[config.mk]
export PLATFORM = sky130hd
export DESIGN_NAME = pooling_stream
export DESIGN_NICKNAME = d
export VERILOG_FILES = /design/src/rtl/pooling_stream.sv
export SDC_FILE = /design/constraint.sdc
export NUM_CORES = 1
export LEC_CHECK = 0
export CORE_ASPECT_RATIO = 2
export CORE_MARGIN = 5
export CORE_UTILIZATION = 37
export CTS_CLUSTER_DIAMETER = 80
export DETAILED_ROUTE_END_ITERATION = 10
export GPL_TIMING_DRIVEN = 0
export PLACE_DENSITY = 0.59
export SYNTH_ARGS = -nofsm -noshare
export SYNTH_HDL_FRONTEND = slang
export SYNTH_SLANG_ARGS = --single-unit
[constraint.sdc]
create_clock -name clk -period 30 [get_ports clk]
set_clock_uncertainty 0.15 [all_clocks]
set_input_delay 6 -clock clk [delete_from_list [all_inputs] [get_ports clk]]
set_output_delay 6 -clock clk [all_outputs]
set_load 0.1 [all_outputs]
[src/rtl/pooling_stream.sv]
`default_nettype none
// ============================================================================
// Module   : pooling_stream
// Purpose  : Streaming pooling reducer. Folds a window of 2^win_log2 beats,
//            each LANES signed Q(IL).(FL) samples wide, into a single
//            max / mean / min / saturating-sum result. Both sides use
//            valid/ready handshakes.
// Ports    : clk, reset              - clock, synchronous active-high reset
//            in_data/in_valid/in_ready - input beat stream (lane 0 in LSBs)
//            mode                    - 00 max, 01 mean, 10 min, 11 sat sum
//            win_log2                - window = 2^win_log2 beats (clamped)
//            flush                   - drop the partial window
//            om/out_valid/out_ready  - result handshake
//            state                   - 00 IDLE, 01 ACCUM, 10 OUT
// Config   : POOL_ROUND_EN - mean uses round-half-up instead of truncation
// Revision : 1.0 - initial streaming release
// ============================================================================
module pooling_stream #(
    parameter int IL           = 4,
    parameter int FL           = 16,
    parameter int LANES        = 4,
    parameter int WIN_LOG2_MAX = 4
) (
    input  logic                      clk,
    input  logic                      reset,
    input  logic [LANES*(IL+FL)-1:0]  in_data,
    input  logic                      in_valid,
    output logic                      in_ready,
    input  logic [1:0]                mode,
    input  logic [$clog2(WIN_LOG2_MAX+1)-1:0] win_log2,
    input  logic                      flush,
    output logic [IL+FL-1:0]          om,
    output logic                      out_valid,
    input  logic                      out_ready,
    output logic [1:0]                state
);

    localparam int W          = IL + FL;
    localparam int LOG2_LANES = $clog2(LANES);
    localparam int ACC_W      = IL + FL + $clog2(LANES) + WIN_LOG2_MAX;
    localparam int WL_W       = $clog2(WIN_LOG2_MAX + 1);
    localparam int CNT_W      = $clog2((1 << WIN_LOG2_MAX) + 1);

    localparam logic [1:0] c_mode_max  = 2'b00;
    localparam logic [1:0] c_mode_mean = 2'b01;
    localparam logic [1:0] c_mode_min  = 2'b10;

    localparam logic signed [ACC_W-1:0] c_sat_max = {{(ACC_W-W+1){1'b0}}, {(W-1){1'b1}}};
    localparam logic signed [ACC_W-1:0] c_sat_min = {{(ACC_W-W+1){1'b1}}, {(W-1){1'b0}}};

    typedef enum logic [1:0] {
        S_IDLE  = 2'b00,
        S_ACCUM = 2'b01,
        S_OUT   = 2'b10
    } state_t;

    state_t                    r_state;
    logic [1:0]                r_mode;
    logic [WL_W-1:0]           r_win;
    logic [CNT_W-1:0]          r_cnt;
    logic signed [ACC_W-1:0]   r_acc;
    logic [W-1:0]              r_om;

    logic [WL_W-1:0]           w_win_clamp;
    logic [WL_W-1:0]           w_win_eff;
    logic [1:0]                w_mode_eff;
    logic signed [W-1:0]       w_s;
    logic signed [W-1:0]       w_lane_max;
    logic signed [W-1:0]       w_lane_min;
    logic signed [ACC_W-1:0]   w_lane_sum;
    logic signed [ACC_W-1:0]   w_beat;
    logic signed [ACC_W-1:0]   w_acc_next;
    logic signed [ACC_W:0]     w_pre;
    logic signed [ACC_W:0]     w_shifted;
    int unsigned               w_shift;
    logic [W-1:0]              w_result;
    logic                      w_seed;

    assign w_win_clamp = (win_log2 > WL_W'(WIN_LOG2_MAX)) ? WL_W'(WIN_LOG2_MAX) : win_log2;
    // The first beat of a window is folded using the live controls, which
    // are latched on that same edge; later beats use the latched copies.
    assign w_seed      = (r_state == S_IDLE);
    assign w_win_eff   = w_seed ? w_win_clamp : r_win;
    assign w_mode_eff  = w_seed ? mode : r_mode;

    // Per-beat lane reduction (max, min and full-precision sum).
    always_comb begin
        w_s        = in_data[W-1:0];
        w_lane_max = w_s;
        w_lane_min = w_s;
        w_lane_sum = {{(ACC_W-W){w_s[W-1]}}, w_s};
        for (int i = 1; i < LANES; i++) begin
            w_s = in_data[i*W +: W];
            if (w_s > w_lane_max) w_lane_max = w_s;
            if (w_s < w_lane_min) w_lane_min = w_s;
            w_lane_sum = w_lane_sum + {{(ACC_W-W){w_s[W-1]}}, w_s};
        end
    end

    // Combine the beat with the accumulator, then derive the final result
    // from the updated value so om can be captured on the last beat.
    always_comb begin
        case (w_mode_eff)
            c_mode_max: w_beat = {{(ACC_W-W){w_lane_max[W-1]}}, w_lane_max};
            c_mode_min: w_beat = {{(ACC_W-W){w_lane_min[W-1]}}, w_lane_min};
            default:    w_beat = w_lane_sum;
        endcase

        if (w_seed) begin
            w_acc_next = w_beat;
        end else begin
            case (w_mode_eff)
                c_mode_max: w_acc_next = (w_beat > r_acc) ? w_beat : r_acc;
                c_mode_min: w_acc_next = (w_beat < r_acc) ? w_beat : r_acc;
                default:    w_acc_next = r_acc + w_beat;
            endcase
        end

        w_shift = int'(w_win_eff) + LOG2_LANES;
        w_pre   = {w_acc_next[ACC_W-1], w_acc_next};
`ifdef POOL_ROUND_EN
        if (w_shift != 0) begin
            w_pre = w_pre + ((ACC_W+1)'(1) <<< (w_shift - 1));
        end
`endif
        w_shifted = w_pre >>> w_shift;

        case (w_mode_eff)
            c_mode_mean: w_result = w_shifted[W-1:0];
            c_mode_max,
            c_mode_min:  w_result = w_acc_next[W-1:0];
            default: begin
                if (w_acc_next > c_sat_max)      w_result = c_sat_max[W-1:0];
                else if (w_acc_next < c_sat_min) w_result = c_sat_min[W-1:0];
                else                             w_result = w_acc_next[W-1:0];
            end
        endcase
    end

    always_ff @(posedge clk) begin
        if (reset) begin
            r_state <= S_IDLE;
            r_mode  <= 2'b00;
            r_win   <= '0;
            r_cnt   <= '0;
            r_acc   <= '0;
            r_om    <= '0;
        end else begin
            case (r_state)
                S_IDLE: begin
                    if (flush) begin
                        r_cnt <= '0;
                        r_acc <= '0;
                    end else if (in_valid) begin
                        r_mode <= mode;
                        r_win  <= w_win_clamp;
                        r_acc  <= w_acc_next;
                        if (w_win_clamp == '0) begin
                            r_state <= S_OUT;
                            r_cnt   <= '0;
                            r_om    <= w_result;
                        end else begin
                            r_state <= S_ACCUM;
                            r_cnt   <= CNT_W'(1);
                        end
                    end
                end
                S_ACCUM: begin
                    if (flush) begin
                        r_state <= S_IDLE;
                        r_cnt   <= '0;
                        r_acc   <= '0;
                    end else if (in_valid) begin
                        r_acc <= w_acc_next;
                        // Exit is tested before the increment, so the
                        // counter never needs to represent more than 2^MAX.
                        if ((r_cnt + CNT_W'(1)) == (CNT_W'(1) << r_win)) begin
                            r_state <= S_OUT;
                            r_cnt   <= '0;
                            r_om    <= w_result;
                        end else begin
                            r_cnt <= r_cnt + CNT_W'(1);
                        end
                    end
                end
                S_OUT: begin
                    if (out_ready) begin
                        r_state <= S_IDLE;
                        r_acc   <= '0;
                    end
                end
                default: begin
                    r_state <= S_IDLE;
                    r_cnt   <= '0;
                    r_acc   <= '0;
                end
            endcase
        end
    end

    assign in_ready  = (r_state != S_OUT);
    assign out_valid = (r_state == S_OUT);
    assign om        = r_om;
    assign state     = r_state;

endmodule
`default_nettype wire
Word-level counts from Yosys, hierarchy flattened

Index checks and enable logic that the tools add are counted.

Bits of input ports: 90
Output and inout port bits: 24
Bits in registers: 58
Logic and storage cells: 98

$lt $le $gt $ge: 11
Reduce and logical (&&, ||, !) cells: 11
Shift operators: 2
Eq/ne operators: 17
$add $sub $neg: 6
Muxes and demuxes: 43
Bitwise operators: 2

Operators with widths:

| kind                   | number |
|---|---|
| $mux W20               | 14 |
| $mux W26               | 6 |
| $pmux W26 S2           | 3 |
| $pmux W20 S2           | 2 |
| $gt A20 B20 Y1         | 3 |
| $lt A20 B20 Y1         | 3 |
| $add A26 B26 Y26       | 1 |
| $gt A26 B20 Y1 const B | 1 |
| $gt A26 B26 Y1         | 1 |
| $lt A26 B20 Y1 const B | 1 |
| $lt A26 B26 Y1         | 1 |
| $sshr A26 B4 Y20       | 1 |
| $mux W5                | 5 |
| $add A22 B20 Y23       | 1 |
| $add A21 B20 Y22       | 1 |
| $add A20 B20 Y21       | 1 |
| $mux W2                | 8 |
| $pmux W5 S3            | 1 |
| $ne A2 B2 Y1 const B   | 6 |
| $ne A3 B3 Y1 const B   | 3 |
| $reduce_and A7 Y1      | 1 |
| $mux W3                | 2 |
| $pmux W2 S3            | 1 |
| $reduce_and A3 Y1      | 2 |
| other kinds (17)       | 23 |

Logic depth before layout (Yosys ltp)

Gate-level depths: netlist (run 1).

Word-level depth: 19
Depth in mapped cells: 57

Worst setup path before layout (run 1)

No wires, ideal clock.

Kind: input to register
From: input in_data[19]
To: register r_om[2] (netlist: om[2])
Setup time: 0.088 ns
Path buffers: 12
Data arrival time: 16.917 ns
Setup slack: 12.845 ns
Stages on the path: 53
Cells stage by stage: inv_1 > ha_1 > buf_4 > nand4_4 > nor2_1 > a32oi_1 > nand4_2 > nand2_1 > buf_2 > buf_2 > o22ai_1 > inv_1 > ha_1 > a21oi_1 > o221a_2 > o21ai_0 > o211ai_1 > a21o_1 > (+17 left out) > ha_1 > clkbuf_1 > and4_1 > and4_1 > o211a_1 > o31a_1 > o31ai_2 > buf_2 > buf_2 > a21oi_1 > a2111oi_0 > nand3_1 > o22ai_1 > mux2i_1 > a222oi_1 > a21oi_1 > a32o_1 > a311oi_2

Cells in the longest elaborated chain, start to end: 19

RTL lines:

| item                                             | RTL line | RTL |
|---|---|---|
| from (decl)                                      | 26       | `input logic [LANES*(IL+FL)-1:0] in_data,` |
| $lt A20 B20 Y1 or $gt A20 B20 Y1 (tied branches) | 95, 94   |  |
| $mux W20 (on tied branches)                      | 95, 94   |  |
| $lt A20 B20 Y1 or $gt A20 B20 Y1 (tied branches) | 95, 94   |  |
| $mux W20 (on tied branches)                      | 95, 94   |  |
| $lt A20 B20 Y1 or $gt A20 B20 Y1 (tied branches) | 95, 94   |  |
| $mux W20 (on tied branches)                      | 95, 94   |  |
| $pmux W26 S2 (*)                                 | 103      | `case (w_mode_eff)` |
| $lt A26 B26 Y1 or $gt A26 B26 Y1 (tied branches) | 114, 113 |  |
| (+3 left out)                                    | -        |  |
| $lt A26 B20 Y1                                   | 134      | `else if (w_acc_next < c_sat_min) w_result = c_sat_min[W-1:0];` |
| $mux W20                                         | 134      |  |
| $mux W20                                         | 133      | `if (w_acc_next > c_sat_max) w_result = c_sat_max[W-1:0];` |
| $pmux W20 S2 (*)                                 | 128      | `case (w_mode_eff)` |
| $mux W20 (on tied branches)                      | 177, 158 |  |
| $mux W20 (on tied branches)                      | 173, 154 |  |
| $mux W20 (on tied branches)                      | 169, 151 |  |
| $pmux W20 S2 (*)                                 | 149      | `case (r_state)` |
| to (signal assigned)                             | 161      | `r_om <= w_result;` |
| to (signal assigned)                             | 180      | `r_om <= w_result;` |
| to (decl)                                        | 62       | `logic [W-1:0] r_om;` |

Mark *: on every way between the ends. The rest lies on a longest branch, timed or not. The select of a mux whose other input is x is not followed.
A chain may end at the register's enable or synchronous reset.

Final worst setup path (run 1)

From: input in_data[7]
To: register r_om[2] (netlist: om[2])

Same word-level chain as after synthesis.

==> metrics.md, run 1 <==
| Metric | Value |
|---|---|
| Cell row count | 100 |
| Outcome | completed |
| Most numerous cell on the critical path | buf_2 |
| Wire per inst | approximately 31 µm |
| Least-Margin Pin Slew | ~1300 ps |
| Critical R2R Launch | state[1] |
| Mapped Area | 0.0138 mm² |
| Vias per std cell | 6.65 |
| Largest net degree at the start of global routing | 11 |
| Global route total overflow | 0 |
| Die Span Y | ~280 µm |
| Die Wd | 147 µm |
| CP Class | in -> reg |
| First-pass detailed-route iteration total | 8 |
| CTS Buffer Depth | 2 |
| Critical path origin | in_data[7] |
| CTS tree | done |
| Port-buffer cells | 112 |
| Clk root buf | clkbuf_16 |
| Critical path arrival | 25,440 ps |
| Worst EP required | 30,100 ps |
| CP Launch Type | input port |
| Hold Path Class | reg -> reg |
| Dominant synthesized flop cell | dfxtp_1 |
| Critical path's slowest cell | a222oi_1 |
| Post-CTS Setup Inserts | 0 |
| Crit path capture type | register |
| H-tree levels | 3 |
| Maxcap violations | 0 |
| Via Count | 16,300 |
| Worst skew pair latency | 350 ps |
| GPL Wtd Cong | 1.06 |
| CTS buffer count | 9 |
| Setup tns final | 0 ps |
| R2R depth | 26 |
| Minimum clock period | 25,340 ps |
| Asr flop ratio synth | 0 |
| Syn nets | 2,171 |
| Layout cells sized above 1 | 0.0612 |
| Sequential-to-total area share from yosys stat | 0.0839 |
| Critical Path Max Stage Delay | 860 ps |
| Post-synth EDFFs | 0 |
| Static leakage | between 6 and 7 nW |
| Critical path endpoint | om[2] |
| Most frequent cells in the layout | nor2_1, ha_1, a21oi_1, nand2_1, inv_1 |
| Initial Util | 0.372 |
| Cts hold-fix bufs | 0 |
| Antenna Violating Nets Remaining | 0 |
| Cell taking the most area after synthesis | ha_1 |
| Crit-path max FO | 10 |
| Top-area cell type share of the netlist area | 0.156 |
| Power Total | 0.00112 W |
| Synthesized area per cell | 7.42 µm² |
| Max-Slew Margin vs Limit | 0.154 |
| Vias in the first global route | 17,100 |
| Antenna violations before repair | 1 |
| Most area-consuming cells after synthesis | ha_1, dfxtp_1, fa_1 |
| P per Cell Area | roughly 70 mW/mm² |
| Leading cell type in the layout, fill and taps excluded | nor2_1 |
| Gate Count Post-Synth | 1,866 |
| Fmax | 0.0395 GHz |
| Final Setup Violations | 0 |
| Fin crit share | 0.845 |
| WHS | 360 ps |
| Residual DRC count | 0 |
| Core ar. | 0.0372 mm² |
| Final Hold Viols | 0 |
| Reg-to-reg setup timing slack | 19,670 ps |
| WL final | 75,800 µm |
| Ant. Diodes | 0 |
| Cts repair resizes | 0 |
| Gr usage total | 0.353 |
| Worst r2r dst | om[2] |
| Die area | 0.0416 mm² |
| Reg clk slew, reported paths | 50 ps |
| First-pass GRT wire length | 110,000 µm |
| 1st-iter DRT viols | 1,291 |
| RSZ-0062 raised after global routing | false |
| Final net count | 2,296 |
| Area Growth Syn to Fin | 14.9% |
| Final Slew Violations | 0 |
| DP HPWL | 62,400 µm |
| Cell variety after synth | approximately 110 |
| Synth warn | 0 |
| Clk sinks | slightly below 60 |
| Max IR drop VDD | 0.0000479 V |
| Flops & latches, synth | a little under 60 |
| Io pins | 114 |
[worst min path at each step]
stage | startpoint | depth (start not counted) | endpoint
after floorplan | r_cnt[1] | 2 | r_cnt[1]
after global placement | om[5] | 2 | om[5]
after detailed placement | om[8] | 2 | om[8]
after CTS | om[13] | 2 | om[13]
after global routing | om[15] | 2 | om[15]
final | om[10] | 2 | om[10]
[registers in the layout, indices dropped and copies added, names as in the netlist]
name,count
om,20
r_acc,26
r_cnt,5
r_mode,2
r_win,3
state,2
[cell type report]
cell class / instances / area, µm²
plain buffers: 93 / 384
clock inverters: 2 / 60.1
well taps: 459 / 574
fillers: 3887 / 21300
inverters: 123 / 462
repair buffers: 114 / 1130
clock buffers: 13 / 260
flip-flops and latches: 58 / 1160
multi-input cells: 1592 / 11900
[power breakdown]
| part | internal (W) | leakage, nW | switching [W] |
|---|---|---|---|
| sequential | 0.0000826 | 0.472 | 0.00000840 |
| combinational | 0.000305 | 5.81 | 0.000611 |
| clock | 0.0000768 | 0.156 | 0.0000387 |
[synth_stat cells (10+ instances only)]
cell type,n
nor2_1,201
ha_1,173
a21oi_1,147
nand2_1,139
inv_1,121
o21ai_0,106
clkbuf_1,72
dfxtp_1,58
mux2i_1,52
fa_1,42
a211oi_1,39
nand3_1,39
a21o_1,36
nor3_1,36
o211ai_1,33
a22oi_1,31
mux2_2,25
nand4_1,25
xnor2_1,24
nand2b_1,23
o21a_1,23
o31ai_1,21
and2_1,19
o22ai_1,19
or3_1,19
a31oi_1,16
a311oi_1,15
nor4_1,15
and3_1,13
a211o_1,12
nor2b_1,11
o211a_1,11
o21ai_1,11
or4_1,11
xor2_1,11
and4_1,10
buf_2,10
o221ai_1,10
or2_2,10
[per-stage QoR]
step                instances  setup slack [ps]  area, µm²   util
finish                   2454              4660      15900  0.428
global route             2454              4610      15900  0.428
CTS                      2453              5820      15900  0.427
detailed placement       2438              5540      15600  0.418
global placement         2437              4880      15500  0.418
floorplan                1866             12850      13800      -
[routing by layer]
layer  vias to the layer above  wire length [µm]  GRT usage
li1                       7304                 -          -
met1                      7699             22700      0.299
met4                         0             10600      0.390
met5                         -                 0          0
met3                       439              4020     0.0570
met2                       887             38400      0.648
[kinds of logic after synthesis]
group | share of synthesized area
adder cells (fa/ha/maj) | 0.217
multiplexers | 0.0653
XOR/XNOR | 0.0233
AND/OR/NAND/NOR | 0.211
AO/OA/AOI/OAI | 0.339
flip-flops | 0.0839
buffers and inverters | 0.0611
[worst max-delay path, delay by kind of cell]
| kind | cells | cell delay [ps] |
|---|---|---|
| AO/OA/AOI/OAI | 21 | 7660 |
| AND/OR/NAND/NOR | 12 | 3960 |
| buffers and inverters | 14 | 5790 |
| multiplexers | 2 | 920 |
| adder cells (fa/ha/maj) | 4 | 1020 |
Note: power is estimated with default switching activity, not from simulation.
==> run 2: changes to the inputs <==
- clock period: 30 -> 23.9 ns (I/O delays scaled with it)
==> run 2 against run 1 <==
Effect of this change: the flow now finishes with violations (setup timing); hold slack better by 3.2 ps; worst setup slack worse by 4700 ps; first-iteration DRC count is 8.8% lower; die area stayed put; core utilization hardly changed; design area hardly changed; routed wire length is 0.25% lower; clock power is 24% higher; cell count is 0.12% higher; highest routed layer unchanged.
==> metrics.md, run 2 (synthesis results as in run 1) <==
| Metric | Value |
|---|---|
| Worst skew pair latency | 350 ps |
| Failing checks | setup timing |
| Fin crit share | 1.00 |
| Final net count | 2,297 |
| Vias in the first global route | 17,100 |
| Critical Path Max Stage Delay | 830 ps |
| Via Count | 16,400 |
| Largest register FFs | 26 |
| H-tree levels | 3 |
| CTS tree | done |
| Static leakage | 6.44 nW |
| RSZ-0062 raised after global routing | false |
| GPL Wtd Cong | 1.06 |
| Largest Register | r_acc |
| Die Wd | 147 µm |
| Cts hold-fix bufs | 0 |
| Power share of the clock group | 0.102 |
| 1st-iter DRT viols | ~1,200 |
| Hold path cells | 2 |
| Crit-path max FO | 10 |
| Fin cells | 2,457 |
| Initial Util | 0.372 |
| Pint | about 0.0006 W |
| Residual DRC count | 0 |
| Worst r2r dst | om[11] |
| Crit path capture type | register |
| CP Launch Type | input port |
| Vias per std cell | about 6.7 |
| First-pass GRT wire length | 110,000 µm |
| Final Slew Violations | 0 |
| R2R depth | 26 |
| CTS buffer count | 9 |
| Critical path's slowest cell | nor3_1 |
| Final Setup Violations | 1 |
| Critical R2R Launch | state[1] |
| Clk root buf | clkbuf_16 |
| Maxcap violations | 0 |
| Cell row count | 100 |
| Final Hold Viols | 0 |
| P_sw | 0.000825 W |
| First-pass detailed-route iteration total | 6 |
| Power Total | 0.00141 W |
| P per Cell Area | 88.6 mW/mm² |
| Clk sinks | 58 |
| Seq pwr share | 0.081 |
| Max IR drop VDD | ~0.000060 V |
| Fmax | 0.0418 GHz |
| Antenna Violating Nets Remaining | 0 |
| Worst EP required | 23,990 ps |
| Minimum clock period | 23,940 ps |
| Setup tns final | -38.2 ps |
| Critical path arrival | approximately 24,000 ps |
| Global route total overflow | 0 |
| CP Class | in -> reg |
| Cells after DPL | 2,438 |
| Min-delay src | om[5] |
| Wire per inst | ~30 µm |
| Io pins | 114 |
| WL final | between 70,000 and 80,000 µm |
| DP HPWL | 62,400 µm |
| Antenna violations before repair | 1 |
| Post-CTS Setup Inserts | 0 |
| Critical path origin | in_data[7] |
| Area Growth Syn to Fin | 15.0% |
| Outcome | complete, but fails checks |
| Sequential cell area | 0.00116 mm² |
| Worst hold endpoint | om[5] |
| Most frequent cells in the layout | nor2_1, ha_1, a21oi_1, nand2_1, inv_1 |
| Dpl ws | 664 ps |
| Most numerous cell on the critical path | buf_2 |
| Area of the multi-input gates | 0.0119 mm² |
| Max-Slew Margin vs Limit | 0.164 |
| CTS Buffer Depth | 2 |
| Port-buffer cells | between 100 and 150 |
| Min setup slack post-route | -38.2 ps |
| Hold Path Class | reg -> reg |
| Fin util | 0.428 |
| Reg clk slew, reported paths | 50 ps |
| Gate power share | 0.816 |
| Die area | 0.0416 mm² |
| Number of filler cells placed in the layout | 3,890 |
| Least-Margin Pin Slew | 1250 ps |
| Gr usage total | 0.353 |
| Net Sw Frac | 0.586 |
| Cts repair resizes | 0 |
| Reg-to-reg setup timing slack | ~14,000 ps |
| Largest net degree at the start of global routing | 11 |
| Die Span Y | 284 µm |
| Core ar. | around 0.037 mm² |
| Layout cells sized above 1 | 0.0616 |
| Leading cell type in the layout, fill and taps excluded | nor2_1 |
run 2: cell count changes in the layout (fill, tap and decap cells not counted), sizes merged:
cell,change
diode,+2
buf,+1
run 2: final cells by class:
type,count,area share
sequential,58,0.0730
inverter,123,0.0290
tap,459,0.0361
antenna,2,0.000315
multi-input combinational,1592,0.746
buffer,93,0.0241
clock buffer,13,0.0164
timing repair buffer,115,0.0717
clock inverter,2,0.00378
run 2: power by group through the flow:
stage,registers (W),clock network (W),logic [W]
floorplan,0.000123,0,0.000707
global placement,0.000116,0,0.00109
detailed placement,0.000116,0,0.00110
CTS,0.000114,0.000147,0.00111
global route,0.000115,0.000149,0.00121
finish,0.000114,0.000144,0.00115
run 2: worst max-delay path by stage:
stage                     depth (start not counted)      to
final                                            53  om[11]
after global placement                           52  om[16]
after global routing                             53  om[11]
after detailed placement                         53   om[2]
after CTS                                        53   om[2]
after floorplan                                  53   om[2]
run 2: per-stage QoR:
stage               hold slack [ps]  cell area (µm²)
global placement                346            15500
floorplan                       331            13800
CTS                             354            15900
finish                          363            15900
global route                    376            15900
detailed placement              343            15600
run 2: metal layers:
layer,part of all wire,track usage
met1,0.30,0.299
met2,0.51,0.648
met3,0.052,0.0570
met4,0.14,0.390
met5,0,0
run 2: critical path: cells and delay by family:
| family | cells | cell delay [ps] |
|---|---|---|
| adder cells (fa/ha/maj) | 4 | 1030 |
| multiplexers | 1 | 750 |
| buffers and inverters | 14 | 5780 |
| AND/OR/NAND/NOR | 12 | 3980 |
| AO/OA/AOI/OAI | 22 | 7640 |
